[config.mk]
export PLATFORM = sky130hd
export DESIGN_NAME = key_token_encoder
export DESIGN_NICKNAME = d
export VERILOG_FILES = /design/src/rtl/calc_key_pkg.sv /design/src/rtl/key_fifo.sv /design/src/rtl/key_token_encoder.sv
export SDC_FILE = /design/constraint.sdc
export NUM_CORES = 1
export LEC_CHECK = 0
export CORE_ASPECT_RATIO = 1.4
export CORE_MARGIN = 2
export CORE_UTILIZATION = 59
export CTS_CLUSTER_SIZE = 10
export DETAILED_ROUTE_END_ITERATION = 6
export PLACE_DENSITY = 0.75
export SKIP_CTS_REPAIR_TIMING = 1
export SLEW_MARGIN = 20
export SYNTH_ARGS = -nofsm -noshare
export SYNTH_HDL_FRONTEND = slang
export SYNTH_HIERARCHICAL = 1
export SYNTH_SLANG_ARGS = --single-unit
[constraint.sdc]
create_clock -name CLK_1MHz -period 3 [get_ports CLK_1MHz]
set_clock_uncertainty 0.1 [all_clocks]
set_input_delay 0.75 -clock CLK_1MHz [delete_from_list [all_inputs] [get_ports CLK_1MHz]]
set_output_delay 0.75 -clock CLK_1MHz [all_outputs]
set_load 0.01 [all_outputs]
[src/rtl/calc_key_pkg.sv]
// Shared key-token definitions for the calculator key front end and MB_INTERFACE.
package calc_key_pkg;

  localparam int unsigned KEY_W = 5;

  localparam logic [KEY_W-1:0] KEY_0    = 5'd0;
  localparam logic [KEY_W-1:0] KEY_1    = 5'd1;
  localparam logic [KEY_W-1:0] KEY_2    = 5'd2;
  localparam logic [KEY_W-1:0] KEY_3    = 5'd3;
  localparam logic [KEY_W-1:0] KEY_4    = 5'd4;
  localparam logic [KEY_W-1:0] KEY_5    = 5'd5;
  localparam logic [KEY_W-1:0] KEY_6    = 5'd6;
  localparam logic [KEY_W-1:0] KEY_7    = 5'd7;
  localparam logic [KEY_W-1:0] KEY_8    = 5'd8;
  localparam logic [KEY_W-1:0] KEY_9    = 5'd9;
  localparam logic [KEY_W-1:0] KEY_DOT  = 5'd10;
  localparam logic [KEY_W-1:0] KEY_EQ   = 5'd11;
  localparam logic [KEY_W-1:0] KEY_ADD  = 5'd12;
  localparam logic [KEY_W-1:0] KEY_SUB  = 5'd13;
  localparam logic [KEY_W-1:0] KEY_MUL  = 5'd14;
  localparam logic [KEY_W-1:0] KEY_DIV  = 5'd15;
  localparam logic [KEY_W-1:0] KEY_LPAR = 5'd16;
  localparam logic [KEY_W-1:0] KEY_RPAR = 5'd17;

  typedef enum logic [1:0] {
    ST_IDLE    = 2'd0,
    ST_PRESS   = 2'd1,
    ST_HELD    = 2'd2,
    ST_RELEASE = 2'd3
  } key_state_e;

  // Key vector layout: [9:0] digit lines, [10] dot, [11] equal, [15:12] operators (+,-,*,/ from MSB).
  function automatic logic [KEY_W-1:0] encode_key(input logic [15:0] pat, input logic sh);
    logic [KEY_W-1:0] code;
    code = KEY_0;
    case (pat)
      16'h0001: code = KEY_0;
      16'h0002: code = KEY_9;
      16'h0004: code = KEY_8;
      16'h0008: code = KEY_7;
      16'h0010: code = KEY_6;
      16'h0020: code = KEY_5;
      16'h0040: code = KEY_4;
      16'h0080: code = KEY_3;
      16'h0100: code = KEY_2;
      16'h0200: code = KEY_1;
      16'h0400: code = KEY_DOT;
      16'h0800: code = KEY_EQ;
      16'h1000: code = KEY_DIV;
      16'h2000: code = KEY_MUL;
      16'h4000: code = sh ? KEY_RPAR : KEY_SUB;
      16'h8000: code = sh ? KEY_LPAR : KEY_ADD;
      default:  code = KEY_0;
    endcase
    return code;
  endfunction

endpackage

[src/rtl/key_fifo.sv]
// Small token FIFO; head, full and empty are registered so consumers see clean levels.
module key_fifo #(
  parameter int unsigned FIFO_DEPTH = 4,
  parameter int unsigned KEY_W      = 5
) (
  input  logic             clk,
  input  logic             rst_n,
  input  logic             i_push,
  input  logic [KEY_W-1:0] i_din,
  input  logic             i_pop,
  output logic             o_full,
  output logic             o_empty,
  output logic [KEY_W-1:0] o_head
);

  localparam int unsigned PTR_W = $clog2(FIFO_DEPTH);
  localparam int unsigned CNT_W = $clog2(FIFO_DEPTH + 1);

  logic [KEY_W-1:0] r_mem [FIFO_DEPTH];
  logic [PTR_W-1:0] r_wr;
  logic [PTR_W-1:0] r_rd;
  logic [CNT_W-1:0] r_count;
  logic             r_full;
  logic             r_empty;
  logic [KEY_W-1:0] r_head;

  logic             w_do_pop;
  logic             w_do_push;
  logic [PTR_W-1:0] w_rd_nxt;
  logic [CNT_W-1:0] w_count_nxt;

  // A push into a full FIFO is only accepted when a pop frees a slot in the same cycle.
  assign w_do_pop  = i_pop & ~r_empty;
  assign w_do_push = i_push & (~r_full | w_do_pop);
  assign w_rd_nxt  = w_do_pop ? r_rd + PTR_W'(1) : r_rd;

  always_comb begin
    w_count_nxt = r_count;
    if (w_do_push && !w_do_pop) begin
      w_count_nxt = r_count + CNT_W'(1);
    end else if (!w_do_push && w_do_pop) begin
      w_count_nxt = r_count - CNT_W'(1);
    end
  end

  always_ff @(posedge clk) begin
    if (w_do_push) begin
      r_mem[r_wr] <= i_din;
    end
  end

  // Next head bypasses the storage when the incoming token lands in the next read slot.
  always_ff @(posedge clk or negedge rst_n) begin
    if (!rst_n) begin
      r_wr    <= '0;
      r_rd    <= '0;
      r_count <= '0;
      r_full  <= 1'b0;
      r_empty <= 1'b1;
      r_head  <= '0;
    end else begin
      if (w_do_push) begin
        r_wr <= r_wr + PTR_W'(1);
      end
      r_rd    <= w_rd_nxt;
      r_count <= w_count_nxt;
      r_full  <= (w_count_nxt == CNT_W'(FIFO_DEPTH));
      r_empty <= (w_count_nxt == '0);
      if (w_count_nxt == '0) begin
        r_head <= '0;
      end else if (w_do_push && (r_wr == w_rd_nxt)) begin
        r_head <= i_din;
      end else begin
        r_head <= r_mem[w_rd_nxt];
      end
    end
  end

  assign o_full  = r_full;
  assign o_empty = r_empty;
  assign o_head  = r_head;

endmodule

[src/rtl/key_token_encoder.sv]
// Synchronises and debounces the calculator buttons, encodes each accepted press
// into a key token and buffers tokens for MB_INTERFACE over a valid/ready handshake.
module key_token_encoder
  import calc_key_pkg::*;
#(
  parameter int unsigned DEBOUNCE_CYCLES = 2000,
  parameter int unsigned FIFO_DEPTH      = 4
) (
  input  logic             CLK_1MHz,
  input  logic             RSTN,
  input  logic [9:0]       BUTTON_NUM_IN,
  input  logic             BUTTON_DOT_IN,
  input  logic             BUTTON_EQUAL_IN,
  input  logic [3:0]       BUTTON_OPER_IN,
  input  logic             SHIFT_IN,
  output logic             KEY_VALID,
  output logic [KEY_W-1:0] KEY_CODE,
  input  logic             KEY_READY,
  output logic             KEY_OVF
);

  localparam int unsigned RAW_W = 17;
  localparam int unsigned CNT_W = $clog2(DEBOUNCE_CYCLES + 1);
  localparam logic [CNT_W-1:0] CNT_DONE = CNT_W'(DEBOUNCE_CYCLES);

  logic [RAW_W-1:0] w_raw;
  logic [RAW_W-1:0] r_sync1;
  logic [RAW_W-1:0] r_sync2;
  logic [15:0]      w_s;
  logic             w_sh;
  logic             w_onehot;

  key_state_e       r_state;
  key_state_e       w_state_nxt;
  logic [CNT_W-1:0] r_cnt;
  logic [CNT_W-1:0] w_cnt_nxt;
  logic [CNT_W-1:0] w_cnt_inc;
  logic [15:0]      r_pat;
  logic [15:0]      w_pat_nxt;
  logic             w_push;
  logic [KEY_W-1:0] w_code;

  logic             w_full;
  logic             w_empty;
  logic             w_valid;
  logic             w_pop;
  logic             r_ovf;

  assign w_raw    = {SHIFT_IN, BUTTON_OPER_IN, BUTTON_EQUAL_IN, BUTTON_DOT_IN, BUTTON_NUM_IN};
  assign w_s      = r_sync2[15:0];
  assign w_sh     = r_sync2[16];
  assign w_onehot = (w_s != '0) && ((w_s & (w_s - 16'd1)) == '0);
  assign w_cnt_inc = (r_cnt == '1) ? r_cnt : r_cnt + CNT_W'(1);

  always_ff @(posedge CLK_1MHz or negedge RSTN) begin
    if (!RSTN) begin
      r_sync1 <= '0;
      r_sync2 <= '0;
    end else begin
      r_sync1 <= w_raw;
      r_sync2 <= r_sync1;
    end
  end

  always_ff @(posedge CLK_1MHz or negedge RSTN) begin
    if (!RSTN) begin
      r_state <= ST_IDLE;
      r_cnt   <= '0;
      r_pat   <= '0;
    end else begin
      r_state <= w_state_nxt;
      r_cnt   <= w_cnt_nxt;
      r_pat   <= w_pat_nxt;
    end
  end

  // Press needs the same single key for the whole count; release needs all keys up for the whole count.
  always_comb begin
    w_state_nxt = r_state;
    w_cnt_nxt   = r_cnt;
    w_pat_nxt   = r_pat;
    w_push      = 1'b0;
    w_code      = encode_key(r_pat, w_sh);
    case (r_state)
      ST_IDLE: begin
        if (w_onehot) begin
          w_pat_nxt   = w_s;
          w_cnt_nxt   = CNT_W'(1);
          w_state_nxt = ST_PRESS;
        end
      end
      ST_PRESS: begin
        if (w_s != r_pat) begin
          w_state_nxt = ST_IDLE;
        end else if (r_cnt >= CNT_DONE) begin
          w_push      = 1'b1;
          w_state_nxt = ST_HELD;
        end else begin
          w_cnt_nxt = w_cnt_inc;
        end
      end
      ST_HELD: begin
        if (w_s == '0) begin
          w_cnt_nxt   = CNT_W'(1);
          w_state_nxt = ST_RELEASE;
        end
      end
      ST_RELEASE: begin
        if (w_s != '0) begin
          w_state_nxt = ST_HELD;
        end else if (r_cnt >= CNT_DONE) begin
          w_state_nxt = ST_IDLE;
        end else begin
          w_cnt_nxt = w_cnt_inc;
        end
      end
      default: begin
        w_state_nxt = ST_IDLE;
      end
    endcase
  end

  assign w_valid = ~w_empty;
  assign w_pop   = w_valid & KEY_READY;

  key_fifo #(
    .FIFO_DEPTH (FIFO_DEPTH),
    .KEY_W      (KEY_W)
  ) u_fifo (
    .clk     (CLK_1MHz),
    .rst_n   (RSTN),
    .i_push  (w_push),
    .i_din   (w_code),
    .i_pop   (w_pop),
    .o_full  (w_full),
    .o_empty (w_empty),
    .o_head  (KEY_CODE)
  );

  // Dropped token: full with no simultaneous pop to make room.
  always_ff @(posedge CLK_1MHz or negedge RSTN) begin
    if (!RSTN) begin
      r_ovf <= 1'b0;
    end else begin
      r_ovf <= w_push & w_full & ~w_pop;
    end
  end

  assign KEY_VALID = w_valid;
  assign KEY_OVF   = r_ovf;

endmodule

## Yosys cells after proc, flatten, opt, wreduce, memory -nomap -nowiden

Memory sizes are Yosys's and may differ from the RTL's.
Cells that the tools add are included.

- Flip-flop bits (word level): 78
- Bits in writable memories: 20
- Bits of input ports: 20
- Output and inout bits: 7
- Logic and storage cells: 99
- Memories: 1

- Add/subtract/negate cells: 6
- $lt $le $gt $ge: 1
- Eq/ne operators: 28
- Mux-type cells: 27
- Bitwise gates (word level): 10
- Reductions and logical operators: 14

Memories:

| name | depth | bits a word | rd ports | clocked after Yosys merged registers in | write ports | RTL line | text |
|---|---|---|---|---|---|---|---|
| u_fifo.r_mem | 4 | 5 | 1 | 0 | 1 | key_fifo.sv:19 | `logic [KEY_W-1:0] r_mem [FIFO_DEPTH];` |

Operators with widths:

| operator | count |
|---|---|
| 5-bit one-hot mux with 15 select lines | 1 |
| 11-bit two-way mux | 6 |
| 11-bit one-hot mux with 4 select lines | 1 |
| 16-bit logical NOT | 2 |
| 5-bit two-way mux | 4 |
| 16-bit AND | 1 |
| 16-bit by 10-bit == test with 1-bit output (second input constant) | 1 |
| 16-bit by 11-bit == test with 1-bit output (second input constant) | 1 |
| 16-bit by 12-bit == test with 1-bit output (second input constant) | 1 |
| 16-bit by 13-bit == test with 1-bit output (second input constant) | 1 |
| 16-bit by 14-bit == test with 1-bit output (second input constant) | 1 |
| 16-bit by 15-bit == test with 1-bit output (second input constant) | 1 |
| 16-bit == test (second input constant) | 1 |
| 16-bit by 2-bit == test with 1-bit output (second input constant) | 1 |
| 16-bit by 3-bit == test with 1-bit output (second input constant) | 1 |
| 16-bit by 4-bit == test with 1-bit output (second input constant) | 1 |
| 16-bit by 5-bit == test with 1-bit output (second input constant) | 1 |
| 16-bit by 6-bit == test with 1-bit output (second input constant) | 1 |
| 16-bit by 7-bit == test with 1-bit output (second input constant) | 1 |
| 16-bit by 8-bit == test with 1-bit output (second input constant) | 1 |
| 16-bit by 9-bit == test with 1-bit output (second input constant) | 1 |
| 16-bit != test | 1 |
| 16-bit nonzero test | 1 |
| 16-bit by 1-bit subtractor with 16-bit output (second input constant) | 1 |
| other kinds (25) | 53 |

## Longest topological paths before layout

- Word-level depth: 11
- Depth in mapped cells: 12
- Mapped depth without buffers: 11

## Hierarchy

The synthesis kept the hierarchy.

By module, submodules not included:

| module | instances | cells each | area an instance (µm²) | sequential area each (µm²) |
|---|---|---|---|---|
| key_token_encoder | 1 | 271 | 3,002.9 | 1,601.5 |
| key_fifo | 1 | 145 | 1,700.4 | 952.2 |

## Least setup slack after synthesis

Ideal clock, no wire load.

- Path kind: reg-to-reg
- Start: register r_pat[14]
- End: register u_fifo.r_head[0] (netlist: u_fifo/o_head[0])
- Library setup time: 0.131 ns
- Arrival: 2.404 ns
- Required time: 2.769 ns
- Slack: 0.365 ns
- Stages on the path, launching flop included: 12
- Path buffers: 1
- Clock period less this slack: 2.635 ns
- Cell sequence: dfrtp_1 > clkbuf_1 > xnor2_1 > nand4_1 > nor3_1 > nand3_1 > nor2_1 > nor2b_1 > a31oi_1 > xnor2_2 > nor3_4 > a21oi_1

- Longest elaborated chain between the ends: 10
- Elaborated cells on any way between the ends: 29
- Those cells by class: eq/ne (16); mux (7); bitwise (1); reduce/logical (5)

Ends and longest elaborated chain:

| what | RTL line | text |
|---|---|---|
| from (decl) | key_token_encoder.sv:38 | `logic [15:0] r_pat;` |
| from (signal assigned) | key_token_encoder.sv:73 | `r_pat <= w_pat_nxt;` |
| 16-bit != test * | key_token_encoder.sv:93 | `if (w_s != r_pat) begin` |
| 1-bit two-way mux * | key_token_encoder.sv:93 |  |
| 1-bit two-way mux * | key_token_encoder.sv:84 | `case (r_state)` |
| named net w_push | key_token_encoder.sv:40 | `logic w_push;` |
| 1-bit AND * | key_fifo.sv:34 | `assign w_do_push = i_push & (~r_full \| w_do_pop);` |
| 1-bit logical NOT | key_fifo.sv:41 | `end else if (!w_do_push && w_do_pop) begin` |
| 1-bit logical AND | key_fifo.sv:41 |  |
| 3-bit two-way mux | key_fifo.sv:41 |  |
| 3-bit two-way mux * | key_fifo.sv:39 | `if (w_do_push && !w_do_pop) begin` |
| named net u_fifo.w_count_nxt[2] | key_fifo.sv:30 | `logic [CNT_W-1:0] w_count_nxt;` |
| 3-bit logical NOT * | key_fifo.sv:69 | `if (w_count_nxt == '0) begin` |
| 5-bit two-way mux * | key_fifo.sv:69 |  |
| to (signal assigned) | key_fifo.sv:72 | `r_head <= i_din;` |
| to (signal assigned) | key_fifo.sv:74 | `r_head <= r_mem[w_rd_nxt];` |
| to (decl) | key_fifo.sv:25 | `logic [KEY_W-1:0] r_head;` |

The timed path passes the listed nets; every way through them passes the cells marked *.
A chain may end at the register's enable or synchronous reset.

## Worst setup path after layout

- Start: register r_pat[14]
- End: register u_fifo.r_head[3] (netlist: u_fifo/o_head[3])

The elaborated chain is that of the path after synthesis.

==> run_summary.xml <==
<?xml version="1.0" encoding="UTF-8"?>
<metrics>
  <group name="sta">
    <metric name="finalSetupTns" unit="ns">0</metric>
    <metric name="hold_violations" unit="">0</metric>
    <metric name="post-route-period-util" unit="%">92.2</metric>
    <metric name="max-slew-margin-rel" unit="%">37.5</metric>
    <metric name="timing_worst_slew_pin_value" unit="ns">0.938</metric>
    <metric name="whs" unit="ns">0.255</metric>
    <metric name="rsz0062_at_grt" unit="">false</metric>
    <metric name="max_clock_freq" unit="MHz">361</metric>
    <metric name="layout_min_cycle_time" unit="ns">2.77</metric>
    <metric name="setup_violations" unit="">0</metric>
    <metric name="slew_viol_final" unit="">0</metric>
  </group>
  <group name="placement">
    <metric name="placer_congestion_estimate" unit="">0.980</metric>
    <metric name="dp.cells" unit="">537</metric>
    <metric name="detailedPlacementHpwl" unit="um">6450</metric>
    <metric name="portBuffers" unit="">26</metric>
  </group>
  <group name="die">
    <metric name="num_rows" unit="">38</metric>
    <metric name="dieWidth" unit="um">79.5</metric>
    <metric name="num_io_pins" unit="">27</metric>
    <metric name="effective_utilization_at_floorplan" unit="%">60.7</metric>
    <metric name="die_area" unit="sq um">8710</metric>
    <metric name="coreArea" unit="sq um">7750</metric>
    <metric name="fp.dieH" unit="um">110</metric>
  </group>
  <group name="clocking">
    <metric name="clockRootBuffer" unit="">sky130_fd_sc_hd__clkbuf_8</metric>
    <metric name="clk_path_buf_depth" unit="">2</metric>
    <metric name="clkSlewWorstSetupHoldPaths" unit="ns">0.09</metric>
    <metric name="number_of_buffers_created_by_cts" unit="">9</metric>
    <metric name="clk_lat_worst_skew" unit="ns">0.37</metric>
    <metric name="h-tree-depth" unit="">3</metric>
    <metric name="clock_tree_from_tritoncts" unit="">done</metric>
    <metric name="cts.sinks" unit="">98</metric>
  </group>
  <group name="hold_path">
    <metric name="min_path_type" unit="">flip-flop to flip-flop</metric>
  </group>
  <group name="flow_run">
    <metric name="max-cap-violations" unit="">0</metric>
  </group>
  <group name="yosys">
    <metric name="synthArstFlopShare" unit="%">79.6</metric>
    <metric name="yosys_warnings" unit="">6</metric>
    <metric name="synth_seq_cells" unit="">98</metric>
    <metric name="synthCells" unit="">416</metric>
    <metric name="syn_nets" unit="">444</metric>
    <metric name="post_synth_main_area_contributors" unit="">sky130_fd_sc_hd__dfrtp_1 41%, sky130_fd_sc_hd__edfxtp_1 13%, sky130_fd_sc_hd__mux2_2 3.6%, sky130_fd_sc_hd__xnor2_1 3.4%, sky130_fd_sc_hd__nor2_1 2.4%</metric>
    <metric name="netlist.top_cell.by_area" unit="">sky130_fd_sc_hd__dfrtp_1</metric>
    <metric name="synth-seq-area-share" unit="%">54.3</metric>
    <metric name="synth_edf_count" unit="">20</metric>
    <metric name="synth_top_cell_area_share" unit="%">41.0</metric>
    <metric name="dominantRegCellSynth" unit="">sky130_fd_sc_hd__dfrtp_1</metric>
    <metric name="netlist-cell-type-count" unit="">61</metric>
    <metric name="synthesized_area_divided_by_synthesized_cell_count" unit="sq um">11.3</metric>
    <metric name="syn-cell-area" unit="sq um">4700</metric>
  </group>
  <group name="worst_setup_path">
    <metric name="timing.reg2reg.setup_slack" unit="ns">0.23</metric>
    <metric name="timing.critical_path.from" unit="">r_pat[14]</metric>
    <metric name="worstRegToRegCells" unit="">12</metric>
    <metric name="worst_ep_arrival_time" unit="ns">2.96</metric>
    <metric name="critical_path.reg2reg.startpoint" unit="">r_pat[14]</metric>
    <metric name="rr_endpoint" unit="">u_fifo/o_head[3]</metric>
    <metric name="timing.critical_path.required" unit="ns">3.19</metric>
    <metric name="critPathMaxFanout" unit="">6</metric>
    <metric name="worst-setup-path-type" unit="">flip-flop to flip-flop</metric>
    <metric name="timing.critical_path.to" unit="">u_fifo/o_head[3]</metric>
    <metric name="timing.critical_path.to_type" unit="">flip-flop</metric>
    <metric name="crit_path_start_kind" unit="">flip-flop</metric>
  </group>
  <group name="finish">
    <metric name="fillerInstances" unit="">573</metric>
    <metric name="finalCoreUtilization" unit="%">69.0</metric>
    <metric name="finalNonFillerCells" unit="">555</metric>
    <metric name="final_net_count" unit="">478</metric>
    <metric name="synthToLayoutAreaGrowth" unit="%">13.7</metric>
    <metric name="antennaDiodeCount" unit="">0</metric>
    <metric name="final_layout_size_suffix_gt1_share" unit="%">16.5</metric>
  </group>
  <group name="global_routing">
    <metric name="maximum_number_of_pins_on_one_net_before_global_route_repair" unit="">79</metric>
    <metric name="via_count_of_the_first_global_routing_pass" unit="">3129</metric>
    <metric name="antenna_found_initial" unit="">0</metric>
    <metric name="grt_pass1_wl" unit="um">14500</metric>
    <metric name="groute.usage.overall" unit="%">22.3</metric>
    <metric name="grt.overflow.total" unit="">0</metric>
  </group>
  <group name="detailed_routing">
    <metric name="route.detailed.wl_per_inst" unit="um">16.2</metric>
    <metric name="dr_total_vias" unit="">3260</metric>
    <metric name="ant_nets" unit="">0</metric>
    <metric name="vias_per_cell" unit="">5.87</metric>
    <metric name="drt_first_pass_iters" unit="">5</metric>
    <metric name="total_routed_length" unit="um">8990</metric>
    <metric name="initialDrtViolationCount" unit="">186</metric>
    <metric name="remaining_drc_errors" unit="">0</metric>
  </group>
  <group name="run_status">
    <metric name="run_status" unit="">finished, final reports clean</metric>
  </group>
  <group name="power">
    <metric name="powerDensity" unit="nW/um^2">590</metric>
    <metric name="power_leakage" unit="nW">2.23</metric>
    <metric name="fin_total_pwr" unit="mW">3.15</metric>
    <metric name="max-vdd-ir-drop" unit="mV">0.547</metric>
  </group>
</metrics>
==> critical path, cell delays in order (launching register included) <==
cell                      delay (ns)
sky130_fd_sc_hd__dfrtp_1        0.47
sky130_fd_sc_hd__xnor2_1        0.20
sky130_fd_sc_hd__nand4_1        0.21
sky130_fd_sc_hd__nor3_1         0.32
sky130_fd_sc_hd__nand3_1        0.16
sky130_fd_sc_hd__nor2_1         0.18
sky130_fd_sc_hd__buf_4          0.17
sky130_fd_sc_hd__nor3b_1        0.05
sky130_fd_sc_hd__a31oi_1        0.27
sky130_fd_sc_hd__xnor2_2        0.19
sky130_fd_sc_hd__nor3_4         0.05
sky130_fd_sc_hd__buf_4          0.17
sky130_fd_sc_hd__a21oi_1        0.13
==> Yosys cell counts (9+ instances only) <==
| cell | count |
|---|---|
| sky130_fd_sc_hd__o21ai_0 | 9 |
| sky130_fd_sc_hd__nor3_1 | 15 |
| sky130_fd_sc_hd__a211o_1 | 11 |
| sky130_fd_sc_hd__a21oi_1 | 18 |
| sky130_fd_sc_hd__inv_1 | 10 |
| sky130_fd_sc_hd__nor2_1 | 30 |
| sky130_fd_sc_hd__dfrtp_1 | 77 |
| sky130_fd_sc_hd__mux2_2 | 15 |
| sky130_fd_sc_hd__clkbuf_1 | 13 |
| sky130_fd_sc_hd__nor4_1 | 12 |
| sky130_fd_sc_hd__xnor2_1 | 18 |
| sky130_fd_sc_hd__nand2_1 | 29 |
| sky130_fd_sc_hd__edfxtp_1 | 20 |
| sky130_fd_sc_hd__xor2_1 | 10 |
| sky130_fd_sc_hd__nand3_1 | 12 |
==> worst min path at each step <==
stage	from	to	cells after the start
after floorplan	r_sync1[0]	r_sync2[0]	0
after global placement	r_sync1[13]	r_sync2[13]	0
after detailed placement	r_sync1[7]	r_sync2[7]	0
after CTS	r_sync1[16]	r_sync2[16]	0
after global routing	r_sync1[1]	r_sync2[1]	0
final	r_sync1[16]	r_sync2[16]	0
==> sequential cells by signal (all words and copies together), names as in the netlist, 2 cells and up <==
signal / cells
r_state: 2
u_fifo/r_rd: 2
u_fifo/r_count: 3
u_fifo/r_mem: 20
u_fifo/r_wr: 2
r_cnt: 11
r_sync2: 17
r_sync1: 17
r_pat: 16
u_fifo/o_head: 5
==> report_power, final <==
part	switching, mW	internal [mW]
clock	0.442	0.467
sequential	0.106	1.45
combinational	0.349	0.338
==> layer usage <==
layer,share of wire [%],routed length [um],GRT usage (%),up-vias
li1,-,-,-,1581
met1,40,3600,25.0,1594
met2,53,4780,38.4,68
met3,3.6,325,5.17,17
met4,3.2,285,13.4,0
met5,0,0,0,-
==> area by class of cell <==
type	instances	area (sq um)	area share [%]
clock buffers	9	124	2.32
clock inverters	7	93.8	1.75
inverters	11	41.3	0.772
multi-input cells	284	2000	37.4
flip-flops and latches	98	2550	47.8
well taps	100	125	2.34
repair buffers	46	408	7.63
==> through the flow <==
step                cell area (sq um)  setup WS, ns
floorplan                        4700         0.365
global route                     5350        0.0230
detailed placement               5100        0.0563
global placement                 5100         0.108
finish                           5350         0.234
CTS                              5320         0.114
==> cells by family (layout without fill, tap and decap cells) <==
| kind of cell | count (synthesis) | in the layout | share of synthesized area (%) |
|---|---|---|---|
| simple gates | 151 | 151 | 17.9 |
| fa+ha+maj | 10 | 10 | 2.55 |
| mux | 19 | 19 | 4.44 |
| xor+xnor | 30 | 30 | 5.91 |
| buf+inv | 34 | 73 | 3.62 |
| compound gates | 74 | 74 | 11.3 |
| flops | 98 | 98 | 54.3 |
==> layout by cell type (no fill, tap or decap), types with 3 or more instances in the layout <==
cell type                         count
sky130_fd_sc_hd__nand2_1             29
sky130_fd_sc_hd__xor2_1              10
sky130_fd_sc_hd__nand4_1              5
sky130_fd_sc_hd__ha_1                 8
sky130_fd_sc_hd__a211o_1             11
sky130_fd_sc_hd__clkbuf_8             9
sky130_fd_sc_hd__or4_1                8
sky130_fd_sc_hd__and2_1               4
sky130_fd_sc_hd__nor2_1              30
sky130_fd_sc_hd__inv_1               10
sky130_fd_sc_hd__nor3_1              15
sky130_fd_sc_hd__nand3_1             12
sky130_fd_sc_hd__nor4_1              12
sky130_fd_sc_hd__xnor2_1             17
sky130_fd_sc_hd__or2_2                3
sky130_fd_sc_hd__clkdlybuf4s50_1     25
sky130_fd_sc_hd__a21oi_1             17
sky130_fd_sc_hd__buf_4               21
sky130_fd_sc_hd__nor2b_1              5
sky130_fd_sc_hd__dfrtp_1             77
sky130_fd_sc_hd__o31ai_1              6
sky130_fd_sc_hd__or3_1                5
sky130_fd_sc_hd__o311ai_0             6
sky130_fd_sc_hd__nor3b_1              4
sky130_fd_sc_hd__edfxtp_1            20
sky130_fd_sc_hd__o21ai_0              9
sky130_fd_sc_hd__xnor2_2              3
sky130_fd_sc_hd__mux2_2              15
sky130_fd_sc_hd__a211oi_1             5
sky130_fd_sc_hd__mux2i_1              4
sky130_fd_sc_hd__nand2b_1             4
(Power assumes the default switching activity.)
